`config.mk`:
```
export PLATFORM = sky130hd
export DESIGN_NAME = fifo_demux3_flat
export DESIGN_NICKNAME = d
export VERILOG_FILES = /design/src/rtl/fifo_demux3_if.sv /design/src/rtl/fifo_demux3.sv /design/src/flat_wrapper.sv
export SDC_FILE = /design/constraint.sdc
export NUM_CORES = 1
export LEC_CHECK = 0
export ABC_CLOCK_PERIOD_IN_PS = 5700
export BUFFER_PORTS_ARGS = -buffer_cell sky130_fd_sc_hd__buf_2
export CAP_MARGIN = 20
export CORE_MARGIN = 1
export CORE_UTILIZATION = 45
export DETAILED_ROUTE_END_ITERATION = 12
export GPL_TIMING_DRIVEN = 0
export SLEW_MARGIN = 10
export SYNTH_ARGS = -nofsm -noshare
export SYNTH_HDL_FRONTEND = slang
export SYNTH_SLANG_ARGS = --single-unit
```
`constraint.sdc`:
```
create_clock -name clk_d -period 5.7 [get_ports clk_d]
set_input_delay 1.71 -clock clk_d [delete_from_list [all_inputs] [get_ports clk_d]]
set_output_delay 1.71 -clock clk_d [all_outputs]
set_load 0.02 [all_outputs]
```
`src/rtl/fifo_demux3_if.sv`:
```
// Bundle of the tagged input stream and the three channel output handshakes
// for fifo_demux3. "master" is the side that feeds words and consumes the
// channel heads; "slave" is the demultiplexer itself.
interface fifo_demux3_if #(
    parameter int DW = 16,
    parameter int CW = 8
);
    logic [DW-1:0]   data_d;
    logic            data_d_vld;
    logic [1:0]      chan_d;

    logic [DW-1:0]   dout0;
    logic [DW-1:0]   dout1;
    logic [DW-1:0]   dout2;
    logic            dout0_vld;
    logic            dout1_vld;
    logic            dout2_vld;
    logic            dout0_rdy;
    logic            dout1_rdy;
    logic            dout2_rdy;

    logic [2:0]      full;
    logic [3*CW-1:0] drop_cnt;
    logic [CW-1:0]   bad_chan_cnt;

    modport master (
        output data_d, data_d_vld, chan_d,
        output dout0_rdy, dout1_rdy, dout2_rdy,
        input  dout0, dout1, dout2,
        input  dout0_vld, dout1_vld, dout2_vld,
        input  full, drop_cnt, bad_chan_cnt
    );

    modport slave (
        input  data_d, data_d_vld, chan_d,
        input  dout0_rdy, dout1_rdy, dout2_rdy,
        output dout0, dout1, dout2,
        output dout0_vld, dout1_vld, dout2_vld,
        output full, drop_cnt, bad_chan_cnt
    );
endinterface

```
`src/rtl/fifo_demux3.sv`:
```
// Three-way demultiplexer: steers a tagged input stream into three independent
// circular buffers, each drained first-word-fall-through with a registered head.
// Words arriving for a full buffer, or tagged 3, are dropped and counted.
module fifo_demux3 #(
    parameter int DW    = 16,
    parameter int DEPTH = 8,
    parameter int AW    = 3,
    parameter int CW    = 8
) (
    input  logic          clk_d,
    input  logic          rst_n,
    fifo_demux3_if.slave  bus
);

    logic [2:0]      rdy_vec;
    logic [2:0]      vld_vec;
    logic [2:0]      full_vec;
    logic [3*CW-1:0] drop_vec;
    logic [DW-1:0]   head_arr [3];
    logic [CW-1:0]   bad_reg;

    assign rdy_vec          = {bus.dout2_rdy, bus.dout1_rdy, bus.dout0_rdy};
    assign bus.dout0        = head_arr[0];
    assign bus.dout1        = head_arr[1];
    assign bus.dout2        = head_arr[2];
    assign bus.dout0_vld    = vld_vec[0];
    assign bus.dout1_vld    = vld_vec[1];
    assign bus.dout2_vld    = vld_vec[2];
    assign bus.full         = full_vec;
    assign bus.drop_cnt     = drop_vec;
    assign bus.bad_chan_cnt = bad_reg;

    genvar gi;
    generate
        for (gi = 0; gi < 3; gi = gi + 1) begin : g_chan
            logic [DW-1:0] ram [DEPTH];
            logic [AW-1:0] wr_ptr_reg;
            logic [AW-1:0] rd_ptr_reg;
            logic [AW-1:0] rd_ptr_next;
            logic [AW:0]   count_reg;
            logic [AW:0]   count_after_rd;
            logic [AW:0]   count_next;
            logic          wr_req;
            logic          wr_en;
            logic          drop_en;
            logic          rd_en;
            logic          vld_reg;
            logic          full_reg;
            logic [DW-1:0] head_reg;
            logic [CW-1:0] drop_reg;

            // Accept/drop decision uses the pre-edge occupancy, so a same-cycle
            // read never rescues a write into a full buffer.
            always_comb begin
                wr_req         = bus.data_d_vld && (bus.chan_d == 2'(gi));
                wr_en          = wr_req && (count_reg != (AW+1)'(DEPTH));
                drop_en        = wr_req && (count_reg == (AW+1)'(DEPTH));
                rd_en          = vld_reg && rdy_vec[gi];
                count_after_rd = count_reg - (AW+1)'(rd_en);
                count_next     = count_after_rd + (AW+1)'(wr_en);
                rd_ptr_next    = rd_ptr_reg + AW'(rd_en);
            end

            // Pointer, occupancy and status flags. The head becomes valid only
            // for words already in RAM before this edge (one-cycle fall-through).
            always_ff @(posedge clk_d or negedge rst_n) begin
                if (!rst_n) begin
                    wr_ptr_reg <= '0;
                    rd_ptr_reg <= '0;
                    count_reg  <= '0;
                    vld_reg    <= 1'b0;
                    full_reg   <= 1'b0;
                    drop_reg   <= '0;
                end else begin
                    if (wr_en) begin
                        wr_ptr_reg <= wr_ptr_reg + AW'(1);
                    end
                    rd_ptr_reg <= rd_ptr_next;
                    count_reg  <= count_next;
                    vld_reg    <= (count_after_rd != '0);
                    full_reg   <= (count_next == (AW+1)'(DEPTH));
                    if (drop_en && (drop_reg != '1)) begin
                        drop_reg <= drop_reg + CW'(1);
                    end
                end
            end

            // Buffer storage, no reset so it maps onto block RAM.
            always_ff @(posedge clk_d) begin
                if (wr_en) begin
                    ram[wr_ptr_reg] <= bus.data_d;
                end
            end

            // Registered head read; addressing with the post-read pointer keeps
            // the head stable while stalled and presents the next word after a pop.
            always_ff @(posedge clk_d or negedge rst_n) begin
                if (!rst_n) begin
                    head_reg <= '0;
                end else begin
                    head_reg <= ram[rd_ptr_next];
                end
            end

            assign head_arr[gi]            = head_reg;
            assign vld_vec[gi]             = vld_reg;
            assign full_vec[gi]            = full_reg;
            assign drop_vec[gi*CW +: CW]   = drop_reg;
        end
    endgenerate

    // Saturating count of valid words carrying the unused tag 3.
    always_ff @(posedge clk_d or negedge rst_n) begin
        if (!rst_n) begin
            bad_reg <= '0;
        end else if (bus.data_d_vld && (bus.chan_d == 2'd3) && (bad_reg != '1)) begin
            bad_reg <= bad_reg + CW'(1);
        end
    end

endmodule

```
`src/flat_wrapper.sv`:
```
// flat-port wrapper written by rule: the top's interface ports become plain ports
module fifo_demux3_flat 
#(
    parameter int DW    = 16,
    parameter int DEPTH = 8,
    parameter int AW    = 3,
    parameter int CW    = 8
)
  (clk_d, rst_n, bus_data_d, bus_data_d_vld, bus_chan_d, bus_dout0_rdy, bus_dout1_rdy, bus_dout2_rdy, bus_dout0, bus_dout1, bus_dout2, bus_dout0_vld, bus_dout1_vld, bus_dout2_vld, bus_full, bus_drop_cnt, bus_bad_chan_cnt);
  fifo_demux3_if #(.DW(DW), .CW(CW)) bus_i ();
  input  logic clk_d;
  input  logic rst_n;
  input wire logic [$bits(bus_i.data_d)-1:0] bus_data_d;
  input wire logic [$bits(bus_i.data_d_vld)-1:0] bus_data_d_vld;
  input wire logic [$bits(bus_i.chan_d)-1:0] bus_chan_d;
  input wire logic [$bits(bus_i.dout0_rdy)-1:0] bus_dout0_rdy;
  input wire logic [$bits(bus_i.dout1_rdy)-1:0] bus_dout1_rdy;
  input wire logic [$bits(bus_i.dout2_rdy)-1:0] bus_dout2_rdy;
  output wire logic [$bits(bus_i.dout0)-1:0] bus_dout0;
  output wire logic [$bits(bus_i.dout1)-1:0] bus_dout1;
  output wire logic [$bits(bus_i.dout2)-1:0] bus_dout2;
  output wire logic [$bits(bus_i.dout0_vld)-1:0] bus_dout0_vld;
  output wire logic [$bits(bus_i.dout1_vld)-1:0] bus_dout1_vld;
  output wire logic [$bits(bus_i.dout2_vld)-1:0] bus_dout2_vld;
  output wire logic [$bits(bus_i.full)-1:0] bus_full;
  output wire logic [$bits(bus_i.drop_cnt)-1:0] bus_drop_cnt;
  output wire logic [$bits(bus_i.bad_chan_cnt)-1:0] bus_bad_chan_cnt;
  assign bus_i.data_d = bus_data_d;
  assign bus_i.data_d_vld = bus_data_d_vld;
  assign bus_i.chan_d = bus_chan_d;
  assign bus_i.dout0_rdy = bus_dout0_rdy;
  assign bus_i.dout1_rdy = bus_dout1_rdy;
  assign bus_i.dout2_rdy = bus_dout2_rdy;
  assign bus_dout0 = bus_i.dout0;
  assign bus_dout1 = bus_i.dout1;
  assign bus_dout2 = bus_i.dout2;
  assign bus_dout0_vld = bus_i.dout0_vld;
  assign bus_dout1_vld = bus_i.dout1_vld;
  assign bus_dout2_vld = bus_i.dout2_vld;
  assign bus_full = bus_i.full;
  assign bus_drop_cnt = bus_i.drop_cnt;
  assign bus_bad_chan_cnt = bus_i.bad_chan_cnt;
  fifo_demux3 #(.DW(DW), .DEPTH(DEPTH), .AW(AW), .CW(CW)) u_core (.clk_d(clk_d), .rst_n(rst_n), .bus(bus_i));
endmodule
```
==> impl_metrics.tcl <==
set metrics [dict create \
    status "finished, violations left" \
    maxCapViolCount 0 \
    gp_congestion 0.726 \
    clockPowerShare_pct 27.5 \
    top_usage_layer "met2" \
    holdPathEnd "u_core.bus.bad_chan_cnt[6]$_DFFE_PN0P_" \
    wirelength_mm 37.1 \
    switchingPower_mw 3.53 \
    setup_viol 0 \
    clock_latency_ns 0.57 \
    crit_slowest_cell "clkbuf_1" \
    n_antenna_cell 0 \
    r2r_end "u_core.bus.dout2[5]$_DFF_PN0_" \
    cts_max_path_buffers 3 \
    synth_area_sq_um 18900 \
    regArea_sq_um 14400 \
    ios 110 \
    synth_compound_area_share_pct 0.483 \
    crit_path_max_incr_delay_ns 0.67 \
    die-width_um 207 \
    violations "design-rule violations" \
    power.density_nw_per_um2 522 \
    die_y_um 207 \
    cp_num_buf_inv 2 \
    avgSynthCellArea_sq_um 20.8 \
    arrival_ns 4.06 \
    fmax_mhz 277 \
    drc 7 \
    drt.antenna.violating_nets 0 \
    crit_fanout 10 \
    finalHoldViolCount 0 \
    synth_top_family_by_area "multiplexers" \
    grt_max_degree 71 \
    grt_pass1_wl_mm 56.7 \
    clk_pin_slew_ns 0.06 \
    met2_usage_pct 29.4 \
    clock-root-buffer "clkbuf_16" \
    use_met1_pct 24.3 \
    clock_skew_ns 0.0211 \
    hold_depth 1 \
    rsz0062_at_grt "false" \
    fin_nets 1156 \
    fin_crit_sh_pct 63.4 \
    final_util_pct 54.1 \
    vias 8911 \
    min_period_ns 3.61 \
    fill_cells 3220 \
    yosysTopAreaCellShare_pct 60.9 \
    synthSimpleGateAreaFrac_pct 3.72 \
    intPower_mw 8.07 \
    layout_commonest_cell "edfxtp_1" \
    layout_common_cells "384 x edfxtp_1, 122 x buf_2, 116 x dfrtp_1, 96 x mux4_2, 52 x mux2_2" \
    leakage_nw 8.00 \
    postCtsHoldBufs 0 \
    met3_usage_pct 2.91 \
    post_drt_wl_per_cell_um 22.1 \
    cp_data_required_time_ns 6.14 \
    antenna_found_initial 0 \
    first_global_vias 9230 \
    synthTopCellsByArea "edfxtp_1 61%, dfrtp_1 15%, mux4_2 11%, mux2_2 3.1%, ha_1 1.7%" \
    largest_register_ffs 384 \
    netlist_instances 911 \
    end_kind "flip-flop" \
    combPwrFrac_pct 32.6 \
    synth-main-ff-cell "edfxtp_1" \
    cts_resized 0 \
    synth_warnings 0 \
    numCtsBuffers 51 \
    reg2reg_depth 6 \
    synth_fa_ha_area_share_pct 1.65 \
    grt-ovfl-total 0 \
    initial_utilization_pct 46.0 \
    fin_cells 1680 \
    track_usage_pct 17.7 \
    cts_tree "done" \
    cts_setup_buffers 0 \
    path_delay_family "buffers and inverters" \
    drive_gt1_share_pct 35.8 \
    multiInputGateArea_sq_um 4390 \
    synth-edff-count 384 \
    vias_per_cell 5.30 \
    vdd_drop_max_mv 0.289 \
    path_cells "buf_2, and2_1, ha_1, ha_1, clkbuf_1, mux4_2, mux2_2" \
    clock_sinks 500 \
    portBuffers 109 \
    syn_nets 960 \
    synth_cell_types 36 \
    drt_iter0_markers 514 \
    switching_share_pct 30.4 \
    ys_seq_elements 500 \
    synthMuxAreaShare_pct 14.5 \
    die_area_sq_um 42900 \
    crit_type "primary input to flip-flop" \
    reg2reg_setup_slack_ns 2.92 \
    core-area_sq_um 41100 \
    async_flop_share_pct 23.2 \
    seqPwrFrac_pct 39.9 \
    hp-start "u_core.bus.bad_chan_cnt[6]$_DFFE_PN0P_" \
    reg2reg_from "u_core.bus.dout2_vld$_DFF_PN0_" \
    hold_path_class "flip-flop to flip-flop" \
    cp-start-kind "primary input" \
    synthToLayoutAreaGrowth_pct 17.5 \
    slew_viol_final 0 \
    dpl.cell_count 1586 \
    crit_top_cell "ha_1" \
    synth_top_cell_by_area "edfxtp_1" \
    worstMarginPinSlew_ns 0.938 \
    slew_headroom_pct 37.2 \
    place_hpwl_mm 24.1 \
    htreeDepth 2 \
    rows 74 \
    yosysSeqAreaShare_pct 76.3 \
    synth_xor_area_share_pct 2.27 \
    drtPass1Iterations 8 \
]
[worst max path at each step]
stage | cells past startpoint | startpoint | end | slack [ns]
global route | 8 | bus_chan_d[1] | u_core.g_chan[0].ram[4][7]$_DFFE_PP_ | 1.86
floorplan | 4 | bus_chan_d[0] | u_core.g_chan[2].ram[0][0]$_DFFE_PP_ | 1.46
global placement | 5 | bus_chan_d[1] | u_core.g_chan[0].ram[0][7]$_DFFE_PP_ | -0.32
detailed placement | 8 | bus_chan_d[1] | u_core.g_chan[0].ram[4][13]$_DFFE_PP_ | 1.39
CTS | 8 | bus_chan_d[1] | u_core.g_chan[0].ram[4][12]$_DFFE_PP_ | 2.00
finish | 7 | bus_dout2_rdy | u_core.bus.dout2[5]$_DFF_PN0_ | 2.09
[cells by family after synthesis]
group / after synthesis
AOI/OAI and AO/OA: 12
xor gates and xnor gates: 49
adders and majority gates: 25
buffers and inverters: 47
DFF: 500
muxes: 148
and+or+nand+nor: 130
[layer usage]
metal	wire length, um	part of all wire [%]	vias to the layer above
met1	16400	44	4690
met2	18500	50	170
li1	-	-	4002
met4	645	1.7	0
met3	1480	4.0	49
met5	0	0	-
[per-stage QoR]
step	instance area [sq um]	total power [mW]	setup slack [ns]	hold slack, ns	TNS (ns)
after floorplan	18900	7.38	1.46	0.463	0
after global placement	20100	8.49	-0.316	0.476	-9.91
after detailed placement	20600	8.58	1.39	0.479	0
after CTS	22200	11.8	2.00	0.488	0
after global routing	22200	12.2	1.86	0.508	0
final	22200	11.6	2.09	0.489	0
[area by class of cell]
type                    count  share of cell area [%]
flip-flops and latches    500                    64.9
multi-input cells         364                    19.7
clock buffers              74                    6.54
repair buffers            143                    4.19
well taps                 532                    2.99
clock inverters            20                   0.681
plain buffers              31                   0.653
inverters                  16                   0.270
[power groups by stage]
| stage | combinational, mW | clock [mW] | sequential, mW |
|---|---|---|---|
| 6_report | 3.78 | 3.19 | 4.63 |
| 2_1_floorplan | 2.44 | 0 | 4.94 |
| 5_1_grt | 4.11 | 3.40 | 4.68 |
| 3_5_place_dp | 3.87 | 0 | 4.70 |
| 4_1_cts | 3.90 | 3.26 | 4.64 |
| 3_3_place_gp | 3.81 | 0 | 4.68 |
[cell usage after synthesis (4+ instances only)]
cell type  number
and3_1          9
mux2_2         52
ha_1           25
clkbuf_1       14
dfrtp_1       116
nand4_1        12
nand2b_1       12
nor3_1         18
nand3_1         6
buf_2          14
and2_1          5
edfxtp_1      384
xor2_1         17
mux4_2         96
inv_1          16
nor2_1         15
nand2_1        31
xnor2_1        32
or3_1           4
(Power assumes the default switching activity.)
